==> src/rtl/clk_div_pkg.sv <==
// Shared types and helpers for the multi-channel clock divider.
package clk_div_pkg;

    localparam int unsigned DEF_NUM_CH  = 4;
    localparam int unsigned DEF_RATIO_W = 8;
    localparam int unsigned MIN_RATIO   = 2;

    typedef logic [DEF_RATIO_W-1:0] ratio_t;

    typedef enum logic {
        CH_IDLE = 1'b0,
        CH_RUN  = 1'b1
    } ch_state_e;

    // Number of high cycles in a period of r source cycles (ceil(r/2)).
    function automatic int unsigned hi_cnt(int unsigned r);
        return (r + 1) >> 1;
    endfunction

endpackage

==> src/rtl/clk_div_multi_if.sv <==
// Control and output bundle of clk_div_multi; master drives, divider is slave.
interface clk_div_multi_if
    import clk_div_pkg::*;
#(
    parameter int unsigned NUM_CH  = DEF_NUM_CH,
    parameter int unsigned RATIO_W = DEF_RATIO_W
);

    logic [NUM_CH-1:0]         i_en;
    logic [NUM_CH-1:0]         i_load;
    logic [NUM_CH*RATIO_W-1:0] i_ratio;
    logic [NUM_CH-1:0]         o_clk;
    logic [NUM_CH-1:0]         o_tick;

    modport master (
        output i_en, i_load, i_ratio,
        input  o_clk, o_tick
    );

    modport slave (
        input  i_en, i_load, i_ratio,
        output o_clk, o_tick
    );

endinterface

==> src/rtl/clk_div_ch.sv <==
// One divider channel: shadow ratio, period counter, IDLE/RUN FSM.
// Optional CLK_DIV_DUTY_50_EN adds a falling-edge flop for exact 50% duty on odd ratios.
module clk_div_ch
    import clk_div_pkg::*;
#(
    parameter int unsigned RATIO_W = DEF_RATIO_W
) (
    input  logic               i_clk,
    input  logic               i_rst,
    input  logic               i_en,
    input  logic               i_load,
    input  logic [RATIO_W-1:0] i_ratio,
    output logic               o_clk,
    output logic               o_tick
);

    ch_state_e          state, state_n;
    logic [RATIO_W-1:0] shadow;
    logic [RATIO_W-1:0] r_act, r_n;
    logic [RATIO_W-1:0] cnt, cnt_n;
    logic               pos, pos_n;
    logic               tick_n;
    logic               shadow_ok;
    logic               at_end;

    assign shadow_ok = 32'(shadow) >= MIN_RATIO;
    assign at_end    = (cnt == r_act - RATIO_W'(1));

    always_ff @(posedge i_clk) begin
        if (i_rst) begin
            state  <= CH_IDLE;
            shadow <= '0;
            r_act  <= '0;
            cnt    <= '0;
            pos    <= 1'b0;
            o_tick <= 1'b0;
        end else begin
            if (i_load) begin
                shadow <= i_ratio;
            end
            state  <= state_n;
            r_act  <= r_n;
            cnt    <= cnt_n;
            pos    <= pos_n;
            o_tick <= tick_n;
        end
    end

    // The boundary decision reads the registered shadow, so a load in the
    // same cycle only takes effect at the following boundary.
    always_comb begin
        state_n = state;
        r_n     = r_act;
        cnt_n   = cnt;
        pos_n   = 1'b0;
        tick_n  = 1'b0;
        unique case (state)
            CH_IDLE: begin
                if (i_en && shadow_ok) begin
                    state_n = CH_RUN;
                    r_n     = shadow;
                    cnt_n   = '0;
                    pos_n   = 1'b1;
                    tick_n  = 1'b1;
                end
            end
            CH_RUN: begin
                if (at_end) begin
                    cnt_n = '0;
                    if (i_en && shadow_ok) begin
                        r_n    = shadow;
                        pos_n  = 1'b1;
                        tick_n = 1'b1;
                    end else begin
                        state_n = CH_IDLE;
                    end
                end else begin
                    cnt_n = cnt + RATIO_W'(1);
                    pos_n = (32'(cnt) + 1) < hi_cnt(32'(r_act));
                end
            end
            default: state_n = CH_IDLE;
        endcase
    end

`ifdef CLK_DIV_DUTY_50_EN
    logic neg;

    always_ff @(negedge i_clk) begin
        if (i_rst) begin
            neg <= 1'b0;
        end else begin
            neg <= pos;
        end
    end

    // Odd ratios: delay the rising edge by half a cycle so high time is R/2.
    assign o_clk = r_act[0] ? (pos & neg) : pos;
`else
    assign o_clk = pos;
`endif

endmodule

==> src/rtl/clk_div_multi.sv <==
// Multi-channel programmable integer clock divider, NUM_CH independent channels.
// Build option: CLK_DIV_DUTY_50_EN selects exact 50% duty for odd ratios.
module clk_div_multi
    import clk_div_pkg::*;
#(
    parameter int unsigned NUM_CH  = DEF_NUM_CH,
    parameter int unsigned RATIO_W = DEF_RATIO_W
) (
    input  logic            i_clk,
    input  logic            i_rst,
    clk_div_multi_if.slave  div
);

    logic [NUM_CH-1:0] clk_v;
    logic [NUM_CH-1:0] tick_v;

    for (genvar c = 0; c < NUM_CH; c++) begin : g_ch
        clk_div_ch #(
            .RATIO_W (RATIO_W)
        ) u_ch (
            .i_clk   (i_clk),
            .i_rst   (i_rst),
            .i_en    (div.i_en[c]),
            .i_load  (div.i_load[c]),
            .i_ratio (div.i_ratio[c*RATIO_W +: RATIO_W]),
            .o_clk   (clk_v[c]),
            .o_tick  (tick_v[c])
        );
    end

    assign div.o_clk  = clk_v;
    assign div.o_tick = tick_v;

endmodule

==> src/flat_wrapper.sv <==
// flat-port wrapper written by rule: the top's interface ports become plain ports
module clk_div_multi_flat import clk_div_pkg::*;
#(
    parameter int unsigned NUM_CH  = DEF_NUM_CH,
    parameter int unsigned RATIO_W = DEF_RATIO_W
)
  (i_clk, i_rst, div_i_en, div_i_load, div_i_ratio, div_o_clk, div_o_tick);
  clk_div_multi_if #(.NUM_CH(NUM_CH), .RATIO_W(RATIO_W)) div_i ();
  input  logic i_clk;
  input  logic i_rst;
  input wire logic [$bits(div_i.i_en)-1:0] div_i_en;
  input wire logic [$bits(div_i.i_load)-1:0] div_i_load;
  input wire logic [$bits(div_i.i_ratio)-1:0] div_i_ratio;
  output wire logic [$bits(div_i.o_clk)-1:0] div_o_clk;
  output wire logic [$bits(div_i.o_tick)-1:0] div_o_tick;
  assign div_i.i_en = div_i_en;
  assign div_i.i_load = div_i_load;
  assign div_i.i_ratio = div_i_ratio;
  assign div_o_clk = div_i.o_clk;
  assign div_o_tick = div_i.o_tick;
  clk_div_multi #(.NUM_CH(NUM_CH), .RATIO_W(RATIO_W)) u_core (.i_clk(i_clk), .i_rst(i_rst), .div(div_i));
endmodule
==> config.mk <==
export PLATFORM = sky130hd
export DESIGN_NAME = clk_div_multi_flat
export DESIGN_NICKNAME = d
export VERILOG_FILES = /design/src/rtl/clk_div_pkg.sv /design/src/rtl/clk_div_multi_if.sv /design/src/rtl/clk_div_ch.sv /design/src/rtl/clk_div_multi.sv /design/src/flat_wrapper.sv
export SDC_FILE = /design/constraint.sdc
export NUM_CORES = 1
export LEC_CHECK = 0
export CORE_MARGIN = 1
export CORE_UTILIZATION = 72
export CTS_BUF_LIST = sky130_fd_sc_hd__clkbuf_8
export DETAILED_ROUTE_END_ITERATION = 6
export DONT_BUFFER_PORTS = 1
export GPL_ROUTABILITY_DRIVEN = 0
export GPL_TIMING_DRIVEN = 0
export PLACE_DENSITY = 0.89
export SLEW_MARGIN = 20
export SYNTH_ARGS = -nofsm -noshare
export SYNTH_HDL_FRONTEND = slang
export SYNTH_SLANG_ARGS = --single-unit
==> constraint.sdc <==
create_clock -name i_clk -period 7.5 [get_ports i_clk]
set_input_delay 1.5 -clock i_clk [delete_from_list [all_inputs] [get_ports i_clk]]
set_output_delay 1.5 -clock i_clk [all_outputs]
set_load 0.1 [all_outputs]
==> flow_summary.json, run 1 <==
{
  "hold_buffers": 0,
  "drc_errors": 0,
  "critical_path_required_ps": 7750,
  "finalSetupViolCount": 0,
  "outcome": "completed",
  "comb_power_share": 0.193,
  "final_net_count": 846,
  "wire_length_of_the_first_global_routing_pass_um": 24600,
  "yosys_register_bits": 108,
  "die_w_um": 97.2,
  "synthTopCellsByArea": "sky130_fd_sc_hd__dfxtp_1 33%, sky130_fd_sc_hd__mux2i_1 9.8%, sky130_fd_sc_hd__ha_1 7.7%, sky130_fd_sc_hd__xor2_1 7.4%, sky130_fd_sc_hd__nor2_1 5.6%",
  "finalHoldViolations": 0,
  "p_r_area_growth_vs_syn_pct": 4.87,
  "power.switching_mw": 0.385,
  "grt_pass1_vias": 5342,
  "drtIter0Drc": 290,
  "synth_edf_count": 0,
  "seq_area_frac_synth": 0.331,
  "ys_dominant_reg_cell": "sky130_fd_sc_hd__dfxtp_1",
  "total_core_area_sq_um": 8760,
  "critical_path.endpoint_type": "flop",
  "maxCapViolations": 0,
  "viasPerCell": 6.23,
  "fp.dieArea_sq_um": 9450,
  "power_report.internal_total_mw": 0.813,
  "synth.cell_area_sq_um": 6520,
  "row_count": 34,
  "htree_num_levels": 3,
  "syn_avg_cell_area_sq_um": 8.66,
  "cts_buffers": 9,
  "groute.usage.overall": 0.318,
  "tightestPinTransition_ps": 1110,
  "n_antenna_cell": 0,
  "critical_path_arrival_ps": 3480,
  "fin_crit_period_ps": 3230,
  "cts_tree": "yes",
  "hpwl_um": 11000,
  "multi_input_area_sq_um": 4040,
  "worstSetupPathType": "flop to flop",
  "pwr-share-seq": 0.517,
  "clkTransAtPathRegs_ps": 110,
  "worst_skew_pair.late_latency_ps": 390,
  "drt_wl_total_um": 14800,
  "synth_cells": 753,
  "drtPass1Iterations": 5,
  "crit_path_top_delay_cell": "sky130_fd_sc_hd__a21oi_2",
  "post_synth_top_area_share": 0.331,
  "clock_skew_ps": 10.8,
  "max_freq_ghz": 0.310,
  "post_synth_num_cell_types": 60,
  "die_height_um": 97.2,
  "postRouteAntennaNets": 0,
  "clockBufferDepth": 2,
  "max_stage_delay_ps": 650,
  "grt_antenna_before_repair": 0,
  "rsz_0062_raised_after_global_routing": "false",
  "switching_share": 0.322,
  "portBuffers": 0,
  "initial_utilization": 0.744,
  "timing.slew.headroom": 0.247,
  "design.portCount": 50,
  "synthesis.nets": 835,
  "ir_drop_mv": 0.137,
  "cts-resized-gates": 0,
  "postCtsSetupBuffers": 0,
  "cts_root_buf": "sky130_fd_sc_hd__clkbuf_8",
  "synth-warning-count": 0,
  "power.leakage_nw": 2.90,
  "cp_cell_sequence": "inv_1, ha_1, buf_1, o21bai_1, a2111o_1, o311ai_1, o2111ai_1, a21oi_2, mux2i_1, nor2_1",
  "fillers": 563,
  "synth_largest_area_cell": "sky130_fd_sc_hd__dfxtp_1",
  "seq_area_sq_um": 2160,
  "hold-worst-slack_ps": 532,
  "post-synth-top-count-cell": "sky130_fd_sc_hd__dfxtp_1",
  "clockPowerShare": 0.290,
  "grt_overflow_total": 0,
  "cts_num_sinks": 108,
  "maximum_number_of_pins_on_one_net_before_global_route_repair": 20,
  "powerDensity_nw_per_um2": 175,
  "routedWlPerCell_um": 16.8,
  "synth_async_sr_flop_share": 0,
  "min_path_type": "flop to flop",
  "worst-path-max-fanout": 9,
  "crit_path_start_kind": "flop",
  "post_route_cells_drive_above_1_share": 0.0520,
  "vias": 5466,
  "finalCritPeriodShare": 0.431,
  "timing.setup.tns_ps": 0,
  "finalMaxSlewViolations": 0,
  "top_cells_by_count_synth": "108 x sky130_fd_sc_hd__dfxtp_1, 98 x sky130_fd_sc_hd__nor2_1, 64 x sky130_fd_sc_hd__mux2i_1"
}
[cells by family (layout without fill, tap and decap cells)]
logic type               Yosys count  after routing  synth area share
AO/OA/AOI/OAI                    111            111             0.128
XOR/XNOR                          96             96             0.129
adder cells (fa/ha/maj)           40             40            0.0767
buffers and inverters             75             91            0.0495
flip-flops                       108            108             0.331
multiplexers                      65             65            0.0999
AND/OR/NAND/NOR                  258            258             0.185
[registers in the layout, indices dropped and copies added (netlist names)]
register	cells
u_core.g_ch.u_ch.cnt	32
u_core.g_ch.u_ch.o_clk	4
u_core.g_ch.u_ch.r_act	32
u_core.g_ch.u_ch.shadow	32
u_core.g_ch.u_ch.state	4
u_core.g_ch.u_ch.o_tick	4
[per-layer routing]
| metal | global-route usage | up-vias | wire [um] |
|---|---|---|---|
| met1 | 0.377 | 2575 | 6070 |
| met4 | 0.138 | 0 | 387 |
| met2 | 0.569 | 205 | 7470 |
| met3 | 0.0446 | 40 | 840 |
| met5 | 0 | - | 0 |
| li1 | - | 2646 | - |
[per-stage QoR]
stage | utilization | area, sq um | cells | setup slack (ps) | power [mW]
finish | 0.781 | 6840 | 877 | 4270 | 1.20
global route | 0.781 | 6840 | 877 | 4040 | 1.24
detailed placement | 0.760 | 6660 | 861 | 4430 | 0.857
CTS | 0.781 | 6840 | 877 | 4330 | 1.19
global placement | 0.760 | 6660 | 861 | 4520 | 0.845
floorplan | - | 6520 | 753 | 4870 | 0.813
[area by class of cell]
| class | instances | share of cell area |
|---|---|---|
| plain buffers | 60 | 0.0390 |
| clock buffers | 9 | 0.0181 |
| clock inverters | 7 | 0.00860 |
| inverters | 15 | 0.00823 |
| multi-input cells | 570 | 0.590 |
| flip-flops and latches | 108 | 0.316 |
| well taps | 108 | 0.0198 |
[critical path: cells and delay by family (launching register included)]
family	cells	cell delay, ps
flops	1	490
fa+ha+maj	1	200
simple gates	1	90
buf+inv	2	300
mux	1	280
compound gates	5	1730
[worst paths after layout]
check,startpoint,end,slack [ps],cells past startpoint
worst max register to register,u_core.g_ch[3].u_ch.r_act[0],u_core.g_ch[3].u_ch.r_act[7],4270,10
worst min-delay path,u_core.g_ch[3].u_ch.shadow[0],u_core.g_ch[3].u_ch.shadow[0],530,2
worst min register to register,u_core.g_ch[3].u_ch.shadow[0],u_core.g_ch[3].u_ch.shadow[0],530,2
worst max-delay path,u_core.g_ch[3].u_ch.r_act[0],u_core.g_ch[3].u_ch.r_act[7],4270,10
[power by group through the flow]
stage                     sequential (mW)  clock [mW]  combinational [mW]
after floorplan                     0.624           0               0.189
after global placement              0.630           0               0.215
after detailed placement            0.631           0               0.226
after CTS                           0.618       0.347               0.229
after global routing                0.622       0.368               0.250
final                               0.619       0.348               0.231
[cells in the final DEF, fill, tap and decap left out, types with 4 or more instances in the layout]
cell type / netlist / final
sky130_fd_sc_hd__nand4_1: 7 / 7
sky130_fd_sc_hd__ha_1: 40 / 40
sky130_fd_sc_hd__and3_1: 14 / 14
sky130_fd_sc_hd__a31oi_1: 6 / 6
sky130_fd_sc_hd__clkbuf_8: 0 / 9
sky130_fd_sc_hd__dfxtp_1: 108 / 108
sky130_fd_sc_hd__nor3_1: 11 / 11
sky130_fd_sc_hd__o31ai_1: 5 / 5
sky130_fd_sc_hd__nand2_1: 57 / 57
sky130_fd_sc_hd__a21oi_1: 25 / 25
sky130_fd_sc_hd__xor2_1: 55 / 55
sky130_fd_sc_hd__o211ai_1: 4 / 4
sky130_fd_sc_hd__o41ai_1: 4 / 4
sky130_fd_sc_hd__buf_4: 8 / 8
sky130_fd_sc_hd__a21o_1: 8 / 8
sky130_fd_sc_hd__o21bai_1: 4 / 4
sky130_fd_sc_hd__or4_1: 6 / 6
sky130_fd_sc_hd__nor4_1: 9 / 9
sky130_fd_sc_hd__mux2i_1: 64 / 64
sky130_fd_sc_hd__inv_1: 15 / 15
sky130_fd_sc_hd__nand3_1: 26 / 26
sky130_fd_sc_hd__xnor2_1: 41 / 41
sky130_fd_sc_hd__a41o_1: 4 / 4
sky130_fd_sc_hd__and2_1: 5 / 5
sky130_fd_sc_hd__o21ai_0: 12 / 12
sky130_fd_sc_hd__nor2b_1: 6 / 6
sky130_fd_sc_hd__nor2_1: 98 / 98
sky130_fd_sc_hd__nand2b_1: 10 / 10
sky130_fd_sc_hd__clkbuf_1: 46 / 46
Power figures use the tool's default switching activity.
==> inputs of run 2 (changes only) <==
- ABC_AREA: default -> 1
- CORE_UTILIZATION: 72 -> 67
- PLACE_DENSITY: 0.89 -> 0.83
- clock period: 7.5 -> 3.08 ns (I/O delays scaled with it)
==> flow_summary.json, run 2 <==
{
  "outcome": "completed",
  "cp_cell_sequence": "inv_1, nor3_1, nand3_1, nor3b_1, xnor2_1, ha_1, a21oi_1, nand3b_1, nand4_1, nor2_1, nor2_1, nor2_1",
  "synth_xor_area_frac": 0.0740,
  "rsz_0062_raised_after_global_routing": "false",
  "grt_overflow_total": 0,
  "synthesis.nets": 1106,
  "post_route_cells_drive_above_1_share": 0.0846,
  "synthTopCellsByArea": "sky130_fd_sc_hd__dfxtp_1 31%, sky130_fd_sc_hd__nand2_1 10%, sky130_fd_sc_hd__nand3_1 8.0%, sky130_fd_sc_hd__a21oi_1 7.6%, sky130_fd_sc_hd__ha_1 7.2%",
  "initial_utilization": 0.703,
  "place_inst": 1157,
  "seq_area_frac_synth": 0.310,
  "drtIter0Drc": 302,
  "finalMaxSlewViolations": 0,
  "post_synth_num_cell_types": 39,
  "layout_common_cells": "194 x sky130_fd_sc_hd__nand2_1, 120 x sky130_fd_sc_hd__inv_1, 111 x sky130_fd_sc_hd__nand3_1",
  "grt_antenna_before_repair": 3,
  "switching_share": 0.355,
  "cpMostUsedCell": "sky130_fd_sc_hd__nor2_1",
  "crit_path_top_delay_cell": "sky130_fd_sc_hd__dfxtp_1",
  "p_r_area_growth_vs_syn_pct": 5.40,
  "post_synth_mux_area_share": 0,
  "largest_registers": "u_core.g_ch.u_ch.cnt: 32 flops, u_core.g_ch.u_ch.r_act: 32 flops, u_core.g_ch.u_ch.shadow: 32 flops",
  "finalCritPeriodShare": 0.794,
  "clkTransAtPathRegs_ps": 120,
  "combinational_family_with_the_most_area_after_synthesis": "simple AND/OR/NAND/NOR gates",
  "fp.dieArea_sq_um": 10800,
  "yosys.area_share.simple": 0.307,
  "syn_avg_cell_area_sq_um": 6.80,
  "synth_async_sr_flop_share": 0,
  "seq_area_sq_um": 2160,
  "finalSetupViolCount": 0,
  "portBuffers": 0,
  "wire_length_of_the_first_global_routing_pass_um": 25600,
  "clockPowerShare": 0.266,
  "critical_path.endpoint_type": "flop",
  "post-synth-top-count-cell": "sky130_fd_sc_hd__nand2_1",
  "top_cells_by_count_synth": "194 x sky130_fd_sc_hd__nand2_1, 120 x sky130_fd_sc_hd__inv_1, 111 x sky130_fd_sc_hd__nand3_1",
  "yosys_register_bits": 108,
  "critical_path_arrival_ps": 2750,
  "ys_dominant_reg_cell": "sky130_fd_sc_hd__dfxtp_1",
  "max_freq_ghz": 0.409,
  "total_core_area_sq_um": 9910,
  "cts_num_sinks": 108,
  "final_net_count": 1117,
  "htree_num_levels": 3,
  "hold_buffers": 0,
  "grt_pass1_vias": 5575,
  "drt_wl_total_um": 15000,
  "synth_largest_area_cell": "sky130_fd_sc_hd__dfxtp_1",
  "drtPass1Iterations": 5,
  "cts_tree": "yes",
  "cts_root_buf": "sky130_fd_sc_hd__clkbuf_8",
  "clockBufferDepth": 2,
  "layout_commonest_cell": "sky130_fd_sc_hd__nand2_1",
  "comb_power_share": 0.280,
  "routedWlPerCell_um": 12.8,
  "cts-resized-gates": 0,
  "multi_input_area_sq_um": 4010,
  "worst_skew_pair.late_latency_ps": 390,
  "synth_edf_count": 0,
  "critical_path_required_ps": 3390,
  "post_synth_top_area_share": 0.310,
  "synth_area_in_compound_gates": 0.123,
  "powerDensity_nw_per_um2": 469,
  "die_w_um": 104,
  "ir_drop_mv": 0.338,
  "vias": 6268,
  "synth_cells": 1024,
  "maximum_number_of_pins_on_one_net_before_global_route_repair": 20,
  "design.portCount": 50,
  "timing.slew.headroom": 0.519,
  "clock_skew_ps": 14.9,
  "power.leakage_nw": 3.36,
  "critPathBufInv": 1,
  "synth.cell_area_sq_um": 6970,
  "crit_path_start_kind": "flop",
  "hpwl_um": 11700,
  "min_path_type": "input port to flop",
  "maxCapViolations": 0,
  "postRouteAntennaNets": 0,
  "postCtsSetupBuffers": 0,
  "row_count": 36,
  "groute.usage.overall": 0.290,
  "power.switching_mw": 1.22,
  "synth-adder-area-share": 0.0718,
  "finish.cell_count_without_fillers": 1175,
  "die_height_um": 104,
  "tightestPinTransition_ps": 721,
  "fillers": 872,
  "max_stage_delay_ps": 420,
  "timing.critical_path.max_delay_family": "simple AND/OR/NAND/NOR gates",
  "timing.setup.tns_ps": 0,
  "cts_buffers": 9,
  "power_report.internal_total_mw": 2.22,
  "finalHoldViolations": 0,
  "worst-path-max-fanout": 6,
  "synth-warning-count": 0,
  "pwr-share-seq": 0.454,
  "viasPerCell": 5.33,
  "worstSetupPathType": "flop to flop",
  "fin_crit_period_ps": 2440,
  "drc_errors": 0
}
-- run 2: changes by cell type after synthesis, moves of 24 or more --
cell | previous run | this run
sky130_fd_sc_hd__inv_1 | 15 | 120
sky130_fd_sc_hd__nand2_1 | 57 | 194
sky130_fd_sc_hd__a21oi_1 | 25 | 106
sky130_fd_sc_hd__clkbuf_1 | 46 | 21
sky130_fd_sc_hd__mux2i_1 | 64 | 0
sky130_fd_sc_hd__o21ai_0 | 12 | 42
sky130_fd_sc_hd__xnor2_1 | 41 | 17
sky130_fd_sc_hd__nand3_1 | 26 | 111
-- run 2: worst paths after layout --
| path | cells after the start | slack [ps] | to | start |
|---|---|---|---|---|
| max | 12 | 640 | u_core.g_ch[3].u_ch.o_clk | u_core.g_ch[3].u_ch.r_act[0] |
| min | 2 | 420 | u_core.g_ch[3].u_ch.shadow[7] | div_i_ratio[31] |
| max reg2reg | 12 | 640 | u_core.g_ch[3].u_ch.o_clk | u_core.g_ch[3].u_ch.r_act[0] |
| min reg2reg | 2 | 470 | u_core.g_ch[0].u_ch.shadow[0] | u_core.g_ch[0].u_ch.shadow[0] |
-- run 2: kinds of logic (layout without fill, tap and decap cells) --
family	count (synthesis)	count (layout)
and+or+nand+nor	476	476
buffers and inverters	180	196
AOI/OAI and AO/OA	162	162
DFF	108	108
xor gates and xnor gates	58	58
adders and majority gates	40	40
other	0	2
-- run 2: cell type report --
cell class,instances,area share
Inverter,127,0.0651
Buffer,53,0.0433
Clock buffer,9,0.0169
Sequential cell,108,0.294
Clock inverter,7,0.0111
Antenna cell,2,0.000681
Tap cell,133,0.0227
Multi-Input combinational cell,736,0.546
-- run 2: routing by layer --
metal  global-route usage  share of wire  vias up  wire length, um
li1                     -              -     3329                -
met1                0.362           0.46     2801             6910
met2                0.500           0.48      115             7210
met3               0.0495          0.038       21              575
met4                0.106          0.018        2              274
met5                    0        0.00053        -                8
-- run 2: power by group through the flow --
stage,registers [mW],logic (mW),clock network (mW)
finish,1.56,0.965,0.915
global route,1.58,1.10,0.983
CTS,1.56,0.966,0.918
detailed placement,1.59,0.961,0
global placement,1.59,0.941,0
floorplan,1.58,0.807,0
-- run 2: stage by stage --
stage | util | setup WS (ps) | hold WS (ps) | area (sq um) | total power [mW]
6_report | 0.741 | 635 | 425 | 7340 | 3.44
5_1_grt | 0.741 | 326 | 424 | 7340 | 3.65
4_1_cts | 0.741 | 623 | 422 | 7340 | 3.45
3_5_place_dp | 0.720 | 656 | 450 | 7130 | 2.56
3_3_place_gp | 0.720 | 647 | 451 | 7130 | 2.53
2_1_floorplan | - | 1010 | 430 | 6970 | 2.38
